<file path="src/rtl/uart_rx_frame_ctrl.sv">
// uart_rx_frame_ctrl: turns SYNC/ADDR/LEN/payload[/CHK] byte frames into register-bank writes.
// Define FRAME_CHECKSUM_EN to buffer the payload and commit it only after a matching checksum.
module uart_rx_frame_ctrl #(
    parameter logic [7:0] SYNC_BYTE      = 8'hA5,
    parameter int         MAX_LEN        = 16,
    parameter int         TIMEOUT_CYCLES = 137_500
) (
    input  logic       clk,
    input  logic       rst_n,
    input  logic [7:0] rx_data,
    input  logic       rx_valid,
    output logic       wr_en,
    output logic [7:0] wr_addr,
    output logic [7:0] wr_data,
    output logic       frame_done,
    output logic       frame_err,
    output logic [1:0] err_code,
    output logic       busy
);

    localparam int            TW    = $clog2(TIMEOUT_CYCLES + 1);
    localparam logic [TW-1:0] TMO   = TW'(TIMEOUT_CYCLES);
    localparam logic [7:0]    MAXL  = 8'(MAX_LEN);
    localparam logic [1:0]    E_LEN = 2'b01;
    localparam logic [1:0]    E_TMO = 2'b11;

    typedef enum logic [2:0] {
        S_IDLE,
        S_ADDR,
        S_LEN,
        S_PAYLOAD,
        S_CHK,
        S_FLUSH
    } state_e;

    state_e state_q, state_d;

    logic [7:0]    base_q, base_d;
    logic [7:0]    len_q, len_d;
    logic [7:0]    idx_q, idx_d;
    logic [7:0]    chk_q, chk_d;
    logic [TW-1:0] tmo_q, tmo_d;

    logic          wr_en_q, wr_en_d;
    logic [7:0]    wr_addr_q, wr_addr_d;
    logic [7:0]    wr_data_q, wr_data_d;
    logic          done_q, done_d;
    logic          err_q, err_d;
    logic [1:0]    code_q, code_d;

    logic          byte_st;
    logic          timeout;
    logic          last_byte;
    logic          len_bad;
    logic          is_sync;

    assign byte_st   = (state_q == S_ADDR) || (state_q == S_LEN) ||
                       (state_q == S_PAYLOAD) || (state_q == S_CHK);
    // A byte arriving on the expiry cycle wins over the timeout.
    assign timeout   = byte_st && !rx_valid && (tmo_q == TMO);
    assign last_byte = (idx_q == (len_q - 8'd1));
    assign len_bad   = (rx_data == 8'd0) || (rx_data > MAXL);
    assign is_sync   = rx_valid && (rx_data == SYNC_BYTE);

`ifdef FRAME_CHECKSUM_EN
    localparam int         IW    = (MAX_LEN > 1) ? $clog2(MAX_LEN) : 1;
    localparam logic [1:0] E_CHK = 2'b10;

    logic [7:0] buf_q [MAX_LEN];

    always_ff @(posedge clk) begin
        if (state_q == S_PAYLOAD && rx_valid) begin
            buf_q[idx_q[IW-1:0]] <= rx_data;
        end
    end
`endif

    always_ff @(posedge clk or negedge rst_n) begin
        if (!rst_n) begin
            state_q <= S_IDLE;
        end else begin
            state_q <= state_d;
        end
    end

    always_comb begin
        state_d = state_q;
        if (timeout) begin
            state_d = S_IDLE;
        end else begin
            case (state_q)
                S_IDLE: begin
                    if (is_sync) state_d = S_ADDR;
                end
                S_ADDR: begin
                    if (rx_valid) state_d = S_LEN;
                end
                S_LEN: begin
                    if (rx_valid) state_d = len_bad ? S_IDLE : S_PAYLOAD;
                end
                S_PAYLOAD: begin
                    if (rx_valid && last_byte) begin
`ifdef FRAME_CHECKSUM_EN
                        state_d = S_CHK;
`else
                        state_d = S_IDLE;
`endif
                    end
                end
`ifdef FRAME_CHECKSUM_EN
                S_CHK: begin
                    if (rx_valid) begin
                        state_d = (rx_data == chk_q) ? S_FLUSH : S_IDLE;
                    end
                end
                S_FLUSH: begin
                    if (idx_q == len_q) state_d = S_IDLE;
                end
`endif
                default: state_d = S_IDLE;
            endcase
        end
    end

    always_comb begin
        base_d    = base_q;
        len_d     = len_q;
        idx_d     = idx_q;
        chk_d     = chk_q;
        tmo_d     = byte_st ? (tmo_q + TW'(1)) : '0;
        wr_en_d   = 1'b0;
        wr_addr_d = wr_addr_q;
        wr_data_d = wr_data_q;
        done_d    = 1'b0;
        err_d     = 1'b0;
        code_d    = code_q;

        if (rx_valid) tmo_d = '0;

        if (timeout) begin
            tmo_d  = '0;
            err_d  = 1'b1;
            code_d = E_TMO;
        end else begin
            case (state_q)
                S_IDLE: begin
                    if (is_sync) begin
                        chk_d = 8'd0;
                        idx_d = 8'd0;
                    end
                end
                S_ADDR: begin
                    if (rx_valid) begin
                        base_d = rx_data;
                        chk_d  = rx_data;
                    end
                end
                S_LEN: begin
                    if (rx_valid) begin
                        if (len_bad) begin
                            err_d  = 1'b1;
                            code_d = E_LEN;
                        end else begin
                            len_d = rx_data;
                            chk_d = chk_q ^ rx_data;
                        end
                    end
                end
                S_PAYLOAD: begin
                    if (rx_valid) begin
                        chk_d = chk_q ^ rx_data;
                        idx_d = idx_q + 8'd1;
`ifndef FRAME_CHECKSUM_EN
                        wr_en_d   = 1'b1;
                        wr_addr_d = base_q + idx_q;
                        wr_data_d = rx_data;
                        done_d    = last_byte;
`endif
                    end
                end
`ifdef FRAME_CHECKSUM_EN
                S_CHK: begin
                    if (rx_valid) begin
                        if (rx_data == chk_q) begin
                            idx_d = 8'd0;
                        end else begin
                            err_d  = 1'b1;
                            code_d = E_CHK;
                        end
                    end
                end
                // One write per cycle; the extra cycle at idx==len carries frame_done.
                S_FLUSH: begin
                    if (idx_q == len_q) begin
                        done_d = 1'b1;
                    end else begin
                        wr_en_d   = 1'b1;
                        wr_addr_d = base_q + idx_q;
                        wr_data_d = buf_q[idx_q[IW-1:0]];
                        idx_d     = idx_q + 8'd1;
                    end
                end
`endif
                default: ;
            endcase
        end
    end

    always_ff @(posedge clk or negedge rst_n) begin
        if (!rst_n) begin
            base_q    <= 8'd0;
            len_q     <= 8'd0;
            idx_q     <= 8'd0;
            chk_q     <= 8'd0;
            tmo_q     <= '0;
            wr_en_q   <= 1'b0;
            wr_addr_q <= 8'd0;
            wr_data_q <= 8'd0;
            done_q    <= 1'b0;
            err_q     <= 1'b0;
            code_q    <= 2'b00;
        end else begin
            base_q    <= base_d;
            len_q     <= len_d;
            idx_q     <= idx_d;
            chk_q     <= chk_d;
            tmo_q     <= tmo_d;
            wr_en_q   <= wr_en_d;
            wr_addr_q <= wr_addr_d;
            wr_data_q <= wr_data_d;
            done_q    <= done_d;
            err_q     <= err_d;
            code_q    <= code_d;
        end
    end

    assign wr_en      = wr_en_q;
    assign wr_addr    = wr_addr_q;
    assign wr_data    = wr_data_q;
    assign frame_done = done_q;
    assign frame_err  = err_q;
    assign err_code   = code_q;
    // Held through the done/err pulse so busy drops the cycle after it.
    assign busy       = (state_q != S_IDLE) || done_q || err_q;

endmodule

</file>
<file path="config.mk">
export PLATFORM = sky130hd
export DESIGN_NAME = uart_rx_frame_ctrl
export DESIGN_NICKNAME = d
export VERILOG_FILES = /design/src/rtl/uart_rx_frame_ctrl.sv
export SDC_FILE = /design/constraint.sdc
export NUM_CORES = 1
export LEC_CHECK = 0
export CAP_MARGIN = 20
export CORE_MARGIN = 2
export CORE_UTILIZATION = 61
export CTS_CLUSTER_SIZE = 8
export DETAILED_ROUTE_END_ITERATION = 10
export PLACE_DENSITY = 0.84
export SYNTH_ARGS = -nofsm -noshare
export SYNTH_HDL_FRONTEND = slang
export SYNTH_SLANG_ARGS = --single-unit
</file>
<file path="constraint.sdc">
create_clock -name clk -period 3.6 [get_ports clk]
set_clock_uncertainty 0.15 [all_clocks]
set_input_delay 0.9 -clock clk [delete_from_list [all_inputs] [get_ports clk]]
set_output_delay 0.9 -clock clk [all_outputs]
set_load 0.1 [all_outputs]
</file>
==> qor.txt, run 1 <==
Total power: 0.00161 W
Initial core utilization: 63.8%
Aggregate global routing overflow: 0
First-pass GRT wire length: 12000 µm
Clock sinks: 65
Final min period: 3180 ps
Clk slew on worst S/H paths: 70 ps
Netlist cell types: 47
Die area: 5970 µm²
Crit share post-route: 88.3%
Synthesized instance count: 332
Commonest non-fill, non-tap cells in the layout: dfrtp_1, nand2_1, nor2_1
Worst-Skew Late Latency: 350 ps
Yosys reg bits: 65
Post-synthesis cell area: 3280 µm²
Hold Path Stages: 2
Setup-failing EPs final: 0
Vias in the first global route: 2496
Final Hold Fails: 0
Total Wirelength: 7130 µm
Antenna Nets Post-Route: 0
Post-synth ARST share: 100%
Register Area: 1630 µm²
Clk pwr share: 32.2%
Pre-CTS WS: 176 ps
Antenna diodes: 0
Global Route Usage Sum: 26.3%
Layout cell share with drive strength beyond 1: 17.0%
Power Internal: 0.00110 W
Worst setup path class: in2reg
Hold EP: wr_addr[4]
FMAX: 0.315 GHz
Combinational power share: 17.8%
Crit path DAT: 3250 ps
Status: finished, final reports clean
Sequential area share after synthesis: 49.6%
DIE WIDTH: 77.3 µm
Syn_nets: 355
Slowest Stage Delay on Critical Path: 500 ps
Sum of negative setup slack: 0 ps
Finished Core Util: 73.9%
Slew Limit Fails: 0
Crit. End Element: flop
Reg2reg setup slack: 1120 ps
H-tree depth: 3
MaxCap Viol Count: 0
Worst-Margin Slew: 612 ps
Largest net degree at the start of global routing: 39
Worst-path cell chain: clkdlybuf4s50_1 -> nor4_1 -> xor2_1 -> or4_1 -> inv_1 -> nand4_1 -> mux2_2
RR Endpoint: state_q[1]
Via count: 2526
Switching power: 0.000505 W
Register share of total power: 50.0%
Drt drc: 0
Critical Path Slowest Stage Cell: clkdlybuf4s50_1
Sw Ratio: 31.4%
Pwr Density: 424 nW/µm²
Synth warn: 0
1st-pass router iterations: 6
Multi-input gate area: 1550 µm²
CTS max path bufs: 2
Std cell rows: 26
Core box area: 5140 µm²
Chip height: 77.3 µm
Antenna violations before repair: 0
Worst hold path class: reg2reg
Number of I/O port buffers: 32
CTS buffer count: 9
Post-DP HPWL: 5130 µm
CTS resizes: 0
Worst Hold Launch: wr_addr[4]
Headroom to the max-slew limit: 59.2%
Setup ws final: 422 ps
Most common cell after layout, fill and taps aside: dfrtp_1
Layout Nets: 395
Post-synth EDFFs: 0
Via density: 5.66
CP Data Required Time: 3680 ps
VDD IR max: 376 µV
CTS tree: done
I/O pins: 33
Peak fanout along the critical path: 8
Startpoint types: primary input
Register-to-Register Path Depth: 8
Main synth FF type: dfrtp_1
Hold_buf cts: 0
Synth-to-Final Area Change: 16.0%
Fill cells: 396
RSZ-0062 raised after global routing: false
Reg2reg start: len_q[0]
Root buf cell: clkbuf_8
GPL Wtd Cong: 0.843
Post-CTS Setup Bufs: 0
Hold_ws: 329 ps
Avg Cell Area, Syn: 9.87 µm²
Iteration-0 DRC Markers: 167
Wire length per cell: 16.0 µm
Lkg Pwr: 1.83 nW
## how the worst max path moves through the flow
stage,cells past startpoint,from,endpoint
after floorplan,2,frame_done,busy
after global placement,7,rx_data[1],len_q[3]
after detailed placement,7,rx_data[0],len_q[0]
after CTS,7,rx_data[0],len_q[0]
after global routing,7,rx_data[0],len_q[2]
final,7,rx_data[0],len_q[0]
## state kept, by name, summed over array words and instances, names as in the netlist
register	cells
idx_q	8
frame_done	1
state_q	2
wr_addr	8
base_q	8
tmo_q	18
frame_err	1
err_code	2
len_q	8
wr_en	1
wr_data	8
## cell type report
class                           count  share of cell area (%)
Multi-Input combinational cell    241                    40.9
Tap cell                           70                    2.30
Sequential cell                    65                    42.8
Timing Repair Buffer               39                    8.23
Clock inverter                      6                   0.955
Inverter                           16                    1.58
Clock buffer                        9                    3.26
## layer usage
layer / GRT usage, % / vias to the layer above / routed length [µm]
met5: 0 / - / 0
met3: 5.76 / 16 / 391
met4: 13.0 / 0 / 182
met2: 42.0 / 76 / 3370
li1: - / 1212 / -
met1: 33.8 / 1222 / 3180
## through the flow
stage                     instance area, µm²  cells
after global placement                  3640    431
final                                   3800    446
after floorplan                         3280    332
after CTS                               3800    446
after detailed placement                3640    431
after global routing                    3800    446
## power by group through the flow
stage | Combinational (W) | Clock, W | Sequential, W
3_5_place_dp | 0.000286 | 0 | 0.000816
6_report | 0.000287 | 0.000518 | 0.000804
3_3_place_gp | 0.000278 | 0 | 0.000814
2_1_floorplan | 0.000103 | 0 | 0.000906
5_1_grt | 0.000308 | 0.000560 | 0.000809
4_1_cts | 0.000289 | 0.000524 | 0.000804
## synth_stat cells (2+ instances only)
| library cell | n | area share, % |
|---|---|---|
| nand2_1 | 48 | 5.5 |
| o21ai_0 | 11 | 1.7 |
| or3_1 | 2 | 0.38 |
| o22a_1 | 2 | 0.53 |
| a21oi_1 | 6 | 0.92 |
| dfrtp_1 | 65 | 50 |
| o31ai_1 | 4 | 0.92 |
| nor2_1 | 36 | 4.1 |
| ha_1 | 11 | 4.2 |
| xnor2_1 | 13 | 3.5 |
| and2_1 | 3 | 0.57 |
| clkbuf_1 | 9 | 1.0 |
| a21o_1 | 2 | 0.46 |
| nand3_1 | 18 | 2.7 |
| mux2_2 | 13 | 4.5 |
| nor4_1 | 3 | 0.57 |
| and3_1 | 6 | 1.1 |
| nor3_1 | 5 | 0.76 |
| xor2_1 | 22 | 5.9 |
| or4_1 | 3 | 0.69 |
| o211ai_1 | 2 | 0.46 |
| nand2b_1 | 2 | 0.38 |
| inv_1 | 16 | 1.8 |
| nand4_1 | 4 | 0.76 |
| o22ai_1 | 2 | 0.38 |
| nand3b_1 | 3 | 0.69 |
## critical path: cells and delay by family
kind	cells	cell delay, ps
buffers and inverters	2	600
and+or+nand+nor	3	1220
xor gates and xnor gates	1	130
muxes	1	390
## kinds of logic (layout without fill, tap and decap cells)
family | after synthesis | count (layout) | share of synthesized area, %
AND/OR/NAND/NOR | 144 | 144 | 21.3
flip-flops | 65 | 65 | 49.6
AO/OA/AOI/OAI | 36 | 36 | 7.18
XOR/XNOR | 35 | 35 | 9.35
buffers and inverters | 26 | 70 | 2.98
multiplexers | 14 | 14 | 4.77
adder cells (fa/ha/maj) | 12 | 12 | 4.81
(Power assumes the default switching activity.)
==> run 2, diff against run 1 <==
Settings changed: GPL_ROUTABILITY_DRIVEN from default to 0.
==> results of run 2 <==
Final layout, timing and power as in run 1 (identical DEF).
==> run 3, diff against run 2 <==
--- a/config.mk
+++ b/config.mk
@@ -9,5 +9,5 @@
 export CORE_MARGIN = 2
 export CORE_UTILIZATION = 61
-export CTS_CLUSTER_SIZE = 8
+export CTS_CLUSTER_SIZE = 12
 export DETAILED_ROUTE_END_ITERATION = 10
 export GPL_ROUTABILITY_DRIVEN = 0
==> constraint.sdc (replaced) <==
create_clock -name clk -period 3.6 [get_ports clk]
set_clock_uncertainty 0.15 [all_clocks]
set_input_delay 0.54 -clock clk [delete_from_list [all_inputs] [get_ports clk]]
set_output_delay 0.54 -clock clk [all_outputs]
set_load 0.1 [all_outputs]
==> run 3 against run 2 <==
Core utilization rose by 0.85 points; largest cell class unchanged; maximum frequency is 17% higher; worst setup slack gained 470 ps.
==> qor.txt, run 3 (same netlist as run 1, synthesis figures left out) <==
CP Data Required Time: 3680 ps
Via density: 5.64
Combinational power share: 17.4%
Total power: 0.00164 W
Clock sinks: 65
Wire length per cell: 15.6 µm
Final min period: 2710 ps
Worst-Margin Slew: 975 ps
First-pass GRT wire length: 11900 µm
Critical path depth in cells: 7
Aggregate global routing overflow: 0
Pwr Density: 427 nW/µm²
Power Internal: 0.00114 W
Slew Limit Fails: 0
Headroom to the max-slew limit: 34.8%
Finished Core Util: 74.8%
Total Wirelength: 6950 µm
Crit. End Element: flop
Iteration-0 DRC Markers: 127
DIE WIDTH: 77.3 µm
VDD IR max: 359 µV
RSZ-0062 raised after global routing: false
Max reg flops: 18
CTS buffer count: 9
Setup-failing EPs final: 0
Buffers plus inverters on the worst setup path: 2
Initial core utilization: 63.8%
1st-pass router iterations: 4
Antenna Nets Post-Route: 0
Status: finished, final reports clean
Antenna diodes: 0
CTS max path bufs: 2
Die area: 5970 µm²
Critical Path Slowest Stage Cell: clkdlybuf4s50_1
Multi-input gate area: 1550 µm²
Synth-to-Final Area Change: 17.3%
Register Area: 1630 µm²
MaxCap Viol Count: 0
Antenna violations before repair: 0
Commonest non-fill, non-tap cells in the layout: dfrtp_1, nand2_1, nor2_1
Most common cell after layout, fill and taps aside: dfrtp_1
Layout Nets: 392
Clk slew on worst S/H paths: 70 ps
Grt met2 use: 40.3%
CTS tree: done
Worst-path cell chain: clkdlybuf4s50_1 -> nor4_1 -> xor2_1 -> or4_1 -> inv_1 -> nand4_1 -> mux2_2
GR peak layer: met2
Switching power: 0.000507 W
Peak fanout along the critical path: 8
Root buf cell: clkbuf_8
FMAX: 0.369 GHz
Register-to-Register Path Depth: 8
Layout cell share with drive strength beyond 1: 10.4%
I/O pins: 33
Hold_buf cts: 0
Largest net degree at the start of global routing: 66
Clk pwr share: 33.7%
Crit path DAT: 2790 ps
Lkg Pwr: 1.77 nW
Register share of total power: 48.9%
Register with the highest flop count: tmo_q
Finished Layout Cells: 444
Post-DP Area: 3670 µm²
Drt drc: 0
Largest delay share family, worst path: simple AND/OR/NAND/NOR gates
Final Cell Area: 3840 µm²
Vias in the first global route: 2471
Slowest Stage Delay on Critical Path: 490 ps
Worst hold path class: in2async
Worst-Skew Late Latency: 350 ps
Sum of negative setup slack: 0 ps
Sw Ratio: 30.9%
Fill cells: 391
Final Hold Fails: 0
Routing usage on met1: 35.2%
CTS resizes: 0
Number of I/O port buffers: 32
Chip height: 77.3 µm
Inst Count DP: 428
Crit share post-route: 75.2%
Worst setup path class: in2reg
Std cell rows: 26
Global Route Usage Sum: 25.6%
H-tree depth: 3
Post-DP HPWL: 4880 µm
Via count: 2504
Core box area: 5140 µm²
Post-CTS Setup Bufs: 0
GR Layer Usage met3: 5.65%
Startpoint types: primary input
==> run 3: changes by cell type in the layout (fill, tap and decap cells not counted) <==
cell / change
buf_4: -24
clkbuf_8: +1
clkinv_2: -3
clkdlybuf4s50_1: +21
clkbuf_1: +2
clkinvlp_4: +1
==> run 3: area by class of cell <==
type / count / area share, %
clock buffers: 12 / 3.78
clock inverters: 4 / 0.749
inverters: 16 / 1.56
multi-input cells: 241 / 40.4
flip-flops and latches: 65 / 42.3
well taps: 70 / 2.28
repair buffers: 36 / 8.92
==> run 3: path summary, 6_finish.rpt <==
path / start / slack (ps) / to
min in group clk: wr_addr[2] / 330 / wr_addr[2]
max in group asynchronous: rst_n / 2570 / idx_q[0]
worst max-delay path: rx_data[0] / 890 / len_q[0]
worst min register to register: wr_addr[2] / 330 / wr_addr[2]
worst min-delay path: rst_n / 210 / wr_addr[5]
worst max register to register: len_q[0] / 1050 / state_q[1]
==> run 3: power by group through the flow <==
stage          clock (W)  sequential, W  combinational [W]
6_report        0.000553       0.000803           0.000286
5_1_grt         0.000594       0.000806           0.000311
4_1_cts         0.000560       0.000802           0.000288
3_5_place_dp           0       0.000815           0.000287
3_3_place_gp           0       0.000814           0.000282
2_1_floorplan          0       0.000906           0.000103
==> run 3: per-layer routing <==
layer,up-vias,wire length (µm)
met4,0,80
met1,1217,3220
met2,67,3340
li1,1211,-
met5,-,0
met3,9,307
==> run 3: per-stage QoR <==
stage | hold WS (ps) | setup slack (ps)
global placement | 310 | 618
floorplan | 94.4 | 1220
finish | 214 | 892
detailed placement | 311 | 549
global route | 289 | 694
CTS | 238 | 912
==> variant 1: new RTL, flow settings as in run 2 <==
The option `FRAME_CHECKSUM_EN` is turned on by a define.
--- a/src/rtl/uart_rx_frame_ctrl.sv
+++ b/src/rtl/uart_rx_frame_ctrl.sv
@@ -2,2 +2,4 @@
 // Define FRAME_CHECKSUM_EN to buffer the payload and commit it only after a matching checksum.
+`define FRAME_CHECKSUM_EN
+
 module uart_rx_frame_ctrl #(
Function: changed (Yosys sat finds a counterexample within 10 cycles, from zero or initial values and one cycle with rst_n low).
==> variant 1 against run 2 <==
Sequential cell count grew 137; largest power group unchanged; total power rose to 4.9 times the old value; wire length increased to 3.0 times the old value; via count up 130%; maximum frequency down 3.9%; cell area rose to 2.8 times the old value; highest routed layer unchanged; worst setup slack worse by 0.13 ns; critical path depth fell by 4; synthesized area rose to 2.8 times the old value.
==> variant 1: results <==
[power_and_ir_drop]
max-vdd-ir-drop_v = 0.0006640
power_clock_mw = 2.45
comb-power_mw = 2.38

[setup_path]
endpoint = "busy"
r2r_setup_slack_ns = 0.54
arrival_ns = 2.26
rr_endpoint = "buf_q[10][2]"

[yosys]
synth_commonest_cells = "128 x edfxtp_1, 74 x dfrtp_1, 45 x nor2_1, 40 x mux4_2, 31 x nand2_1"
synth_cell_types = 62
synthMuxAreaShare = 0.1320
synth_nets = 657
yosys-top-cells-area = "edfxtp_1 42%, dfrtp_1 20%, mux4_2 9.8%, mux2_2 3.2%, xor2_1 2.4%"
synth-compound-area-share = 0.05251
synth_fa_ha_area_frac = 0.02231
synth_edf_count = 128

[placed_design]
dpl.cell_count = 850

[sta]
whs_ns = 0.3252

[drt]
via_per_inst = 6.362
dr.pass1.iters = 5

[status]
status = "finished, final reports clean"

[grt]
first_global_vias = 5882
grt_pass1_wl_um = 33490

[final_layout]
finalNetCount = 723
drive_gt1_frac = 0.2399
stdcell_count = 901

[hold_path]
hp-class = "primary input to async pin"

[cts]
clk_pin_slew_ns = 0.05
clockBufferDepth = 3
==> variant 1: stage by stage <==
| step | power, mW | worst slack (ns) | area [um2] |
|---|---|---|---|
| 4_1_cts | 7.840 | 0.3060 | 10650 |
| 3_3_place_gp | 5.280 | 0.1870 | 9829 |
| 3_5_place_dp | 5.373 | 0.04473 | 9829 |
| 5_1_grt | 8.122 | 0.2235 | 10650 |
| 2_1_floorplan | 4.796 | 0.8282 | 9198 |
| 6_report | 7.814 | 0.2943 | 10650 |
==> variant 1: area by class of cell <==
| class | instances | share of cell area |
|---|---|---|
| clock buffers | 49 | 0.07521 |
| flip-flops and latches | 202 | 0.5350 |
| repair buffers | 64 | 0.04959 |
| inverters | 14 | 0.004935 |
| multi-input cells | 386 | 0.3120 |
| clock inverters | 2 | 0.001645 |
| well taps | 184 | 0.02162 |
==> variant 1: routing by layer <==
metal	global-route usage	share of wire	wire length, um
met5	0	0	0
met4	0.09050	0.027	585
met3	0.03543	0.062	1328
met2	0.4811	0.52	11030
met1	0.3611	0.39	8333
==> variant 2: new RTL, config.mk and constraints of run 2 <==
Made on the original files. Remove the register `wr_en_q`: a continuous assignment takes its place, so the output `wr_en` follows one clock earlier.
--- a/src/rtl/uart_rx_frame_ctrl.sv
+++ b/src/rtl/uart_rx_frame_ctrl.sv
@@ -215,3 +215,2 @@
             tmo_q     <= '0;
-            wr_en_q   <= 1'b0;
             wr_addr_q <= 8'd0;
@@ -227,3 +226,2 @@
             tmo_q     <= tmo_d;
-            wr_en_q   <= wr_en_d;
             wr_addr_q <= wr_addr_d;
@@ -235,2 +233,4 @@
     end
+
+    assign wr_en_q = wr_en_d;
 
Function: changed (a bounded check fails within 4 cycles, from zero or initial values and one cycle with rst_n low).
==> variant 2 against run 2 <==
Via count is 0.79% higher; synthesized area fell by 0.76%; highest routed layer unchanged; total power down 1.4%; critical endpoint is now len_q[4]; wire length about the same; cell area is 0.16% lower; largest cell class unchanged; worst setup slack gained 0.16 ns; first-iteration DRC count increased by 19%; critical path depth did not move; sequential cell count fell by 1.
==> variant 2: results <==
[grt]
grt_pass1_wl_um = 12320
grt_max_degree = 48
first_global_vias = 2598
antenna_found_initial = 0
track_usage = 0.2678

[sta]
worstMarginPinSlew_ns = 0.5985

[setup_path]
cp_slowest_cell = "clkdlybuf4s50_1"
cp_slowest_stage_delay_ns = 0.48
arrival_ns = 3.09
crit_path_max_fanout = 8
crit_family = "simple AND/OR/NAND/NOR gates"
rr_worst_depth = 8

[cts]
htreeDepth = 3
clockBufferDepth = 2
clk_pin_slew_ns = 0.06
post_cts_resized = 0
cts_root_buf = "clkbuf_8"
cts_setup_buffers = 0
clkLatencyLatePin_ns = 0.34
cts_buffers = 9

[placed_design]
portBuffers = 32
place_area_mm2 = 0.003640
dp_hpwl_um = 5090

[yosys]
synthArstFlopShare = 1.000
yosys-top-cells-area = "dfrtp_1 49%, xor2_1 5.9%, nand2_1 5.5%, mux2_2 4.5%, ha_1 4.2%"
synth_cell_types = 47
synth-main-ff-cell = "dfrtp_1"
seq_area_frac_synth = 0.4925
synth_nets = 354
synth_commonest_cells = "64 x dfrtp_1, 48 x nand2_1, 36 x nor2_1, 22 x xor2_1, 18 x nand3_1"
ys_warn_count = 0

[final_layout]
antenna_cells = 0
fillers = 393
largest_reg_flops = 18
drive_gt1_frac = 0.1653
regMostFlops = "tmo_q"
finalNetCount = 394

[drt]
finalWirelength_um = 7122
drtIter0Drc = 199
dr.pass1.iters = 4
via_per_inst = 5.721

[power_and_ir_drop]
max-vdd-ir-drop_v = 0.0004369
p_int_mw = 1.096
p_leak_nw = 1.814

[hold_path]
hp-class = "register to register"
holdPathStages = 2

[status]
status = "finished, final reports clean"
==> variant 2: metrics by stage <==
stage / setup WS, ns / instances
detailed placement: 0.2451 / 430
finish: 0.5799 / 445
global placement: 0.2646 / 430
CTS: 0.5998 / 445
floorplan: 0.3991 / 331
global route: 0.4050 / 445
==> variant 2: power by group through the flow <==
stage	clock [mW]	sequential, mW	combinational (mW)
after floorplan	0	0.895	0.103
after global placement	0	0.800	0.280
after detailed placement	0	0.802	0.287
after CTS	0.512	0.790	0.291
after global routing	0.546	0.796	0.311
final	0.507	0.791	0.289
==> variant 2: cell type report <==
cell class                 count  area, um2  area share
multi-input combinational    241       1553      0.4093
clock inverter                 4      22.52    0.005937
inverter                      16      60.06     0.01583
tap                           70      87.58     0.02309
timing repair buffer          39      337.8     0.08905
sequential                    64       1602      0.4222
clock buffer                  11      131.4     0.03463
==> variant 2: worst reg2reg max path, stage by stage, from the launching register on <==
cell      delay (ns)
dfrtp_1         0.43
inv_1           0.08
ha_1            0.18
or3b_1          0.40
or4_1           0.40
a211oi_1        0.24
o311ai_1        0.20
nor2_2          0.17
nor3_1          0.07
==> variant 2: per-layer routing <==
| metal | track usage | vias to the layer above | part of all wire |
|---|---|---|---|
| met5 | 0 | - | 0 |
| met4 | 0.1161 | 0 | 0.015 |
| met3 | 0.05059 | 13 | 0.050 |
| met2 | 0.4263 | 72 | 0.49 |
| met1 | 0.3616 | 1245 | 0.45 |
| li1 | - | 1216 | - |
==> variant 2: cells by family after synthesis <==
family,synth area share
AOI/OAI and AO/OA,0.07234
xor gates and xnor gates,0.09427
adders and majority gates,0.04848
buffers and inverters,0.03001
DFF,0.4925
muxes,0.04810
and+or+nand+nor,0.2143
==> variant 2: final timing paths <==
kind                                  from         end  slack, ns
worst max-delay path            rx_data[1]    len_q[4]       0.58
worst min-delay path            wr_addr[1]  wr_addr[1]       0.33
worst max register to register    len_q[0]  state_q[1]       1.17
worst min register to register  wr_addr[1]  wr_addr[1]       0.33
max in group asynchronous            rst_n  wr_data[3]       2.38
min in group asynchronous            rst_n    tmo_q[2]       0.34
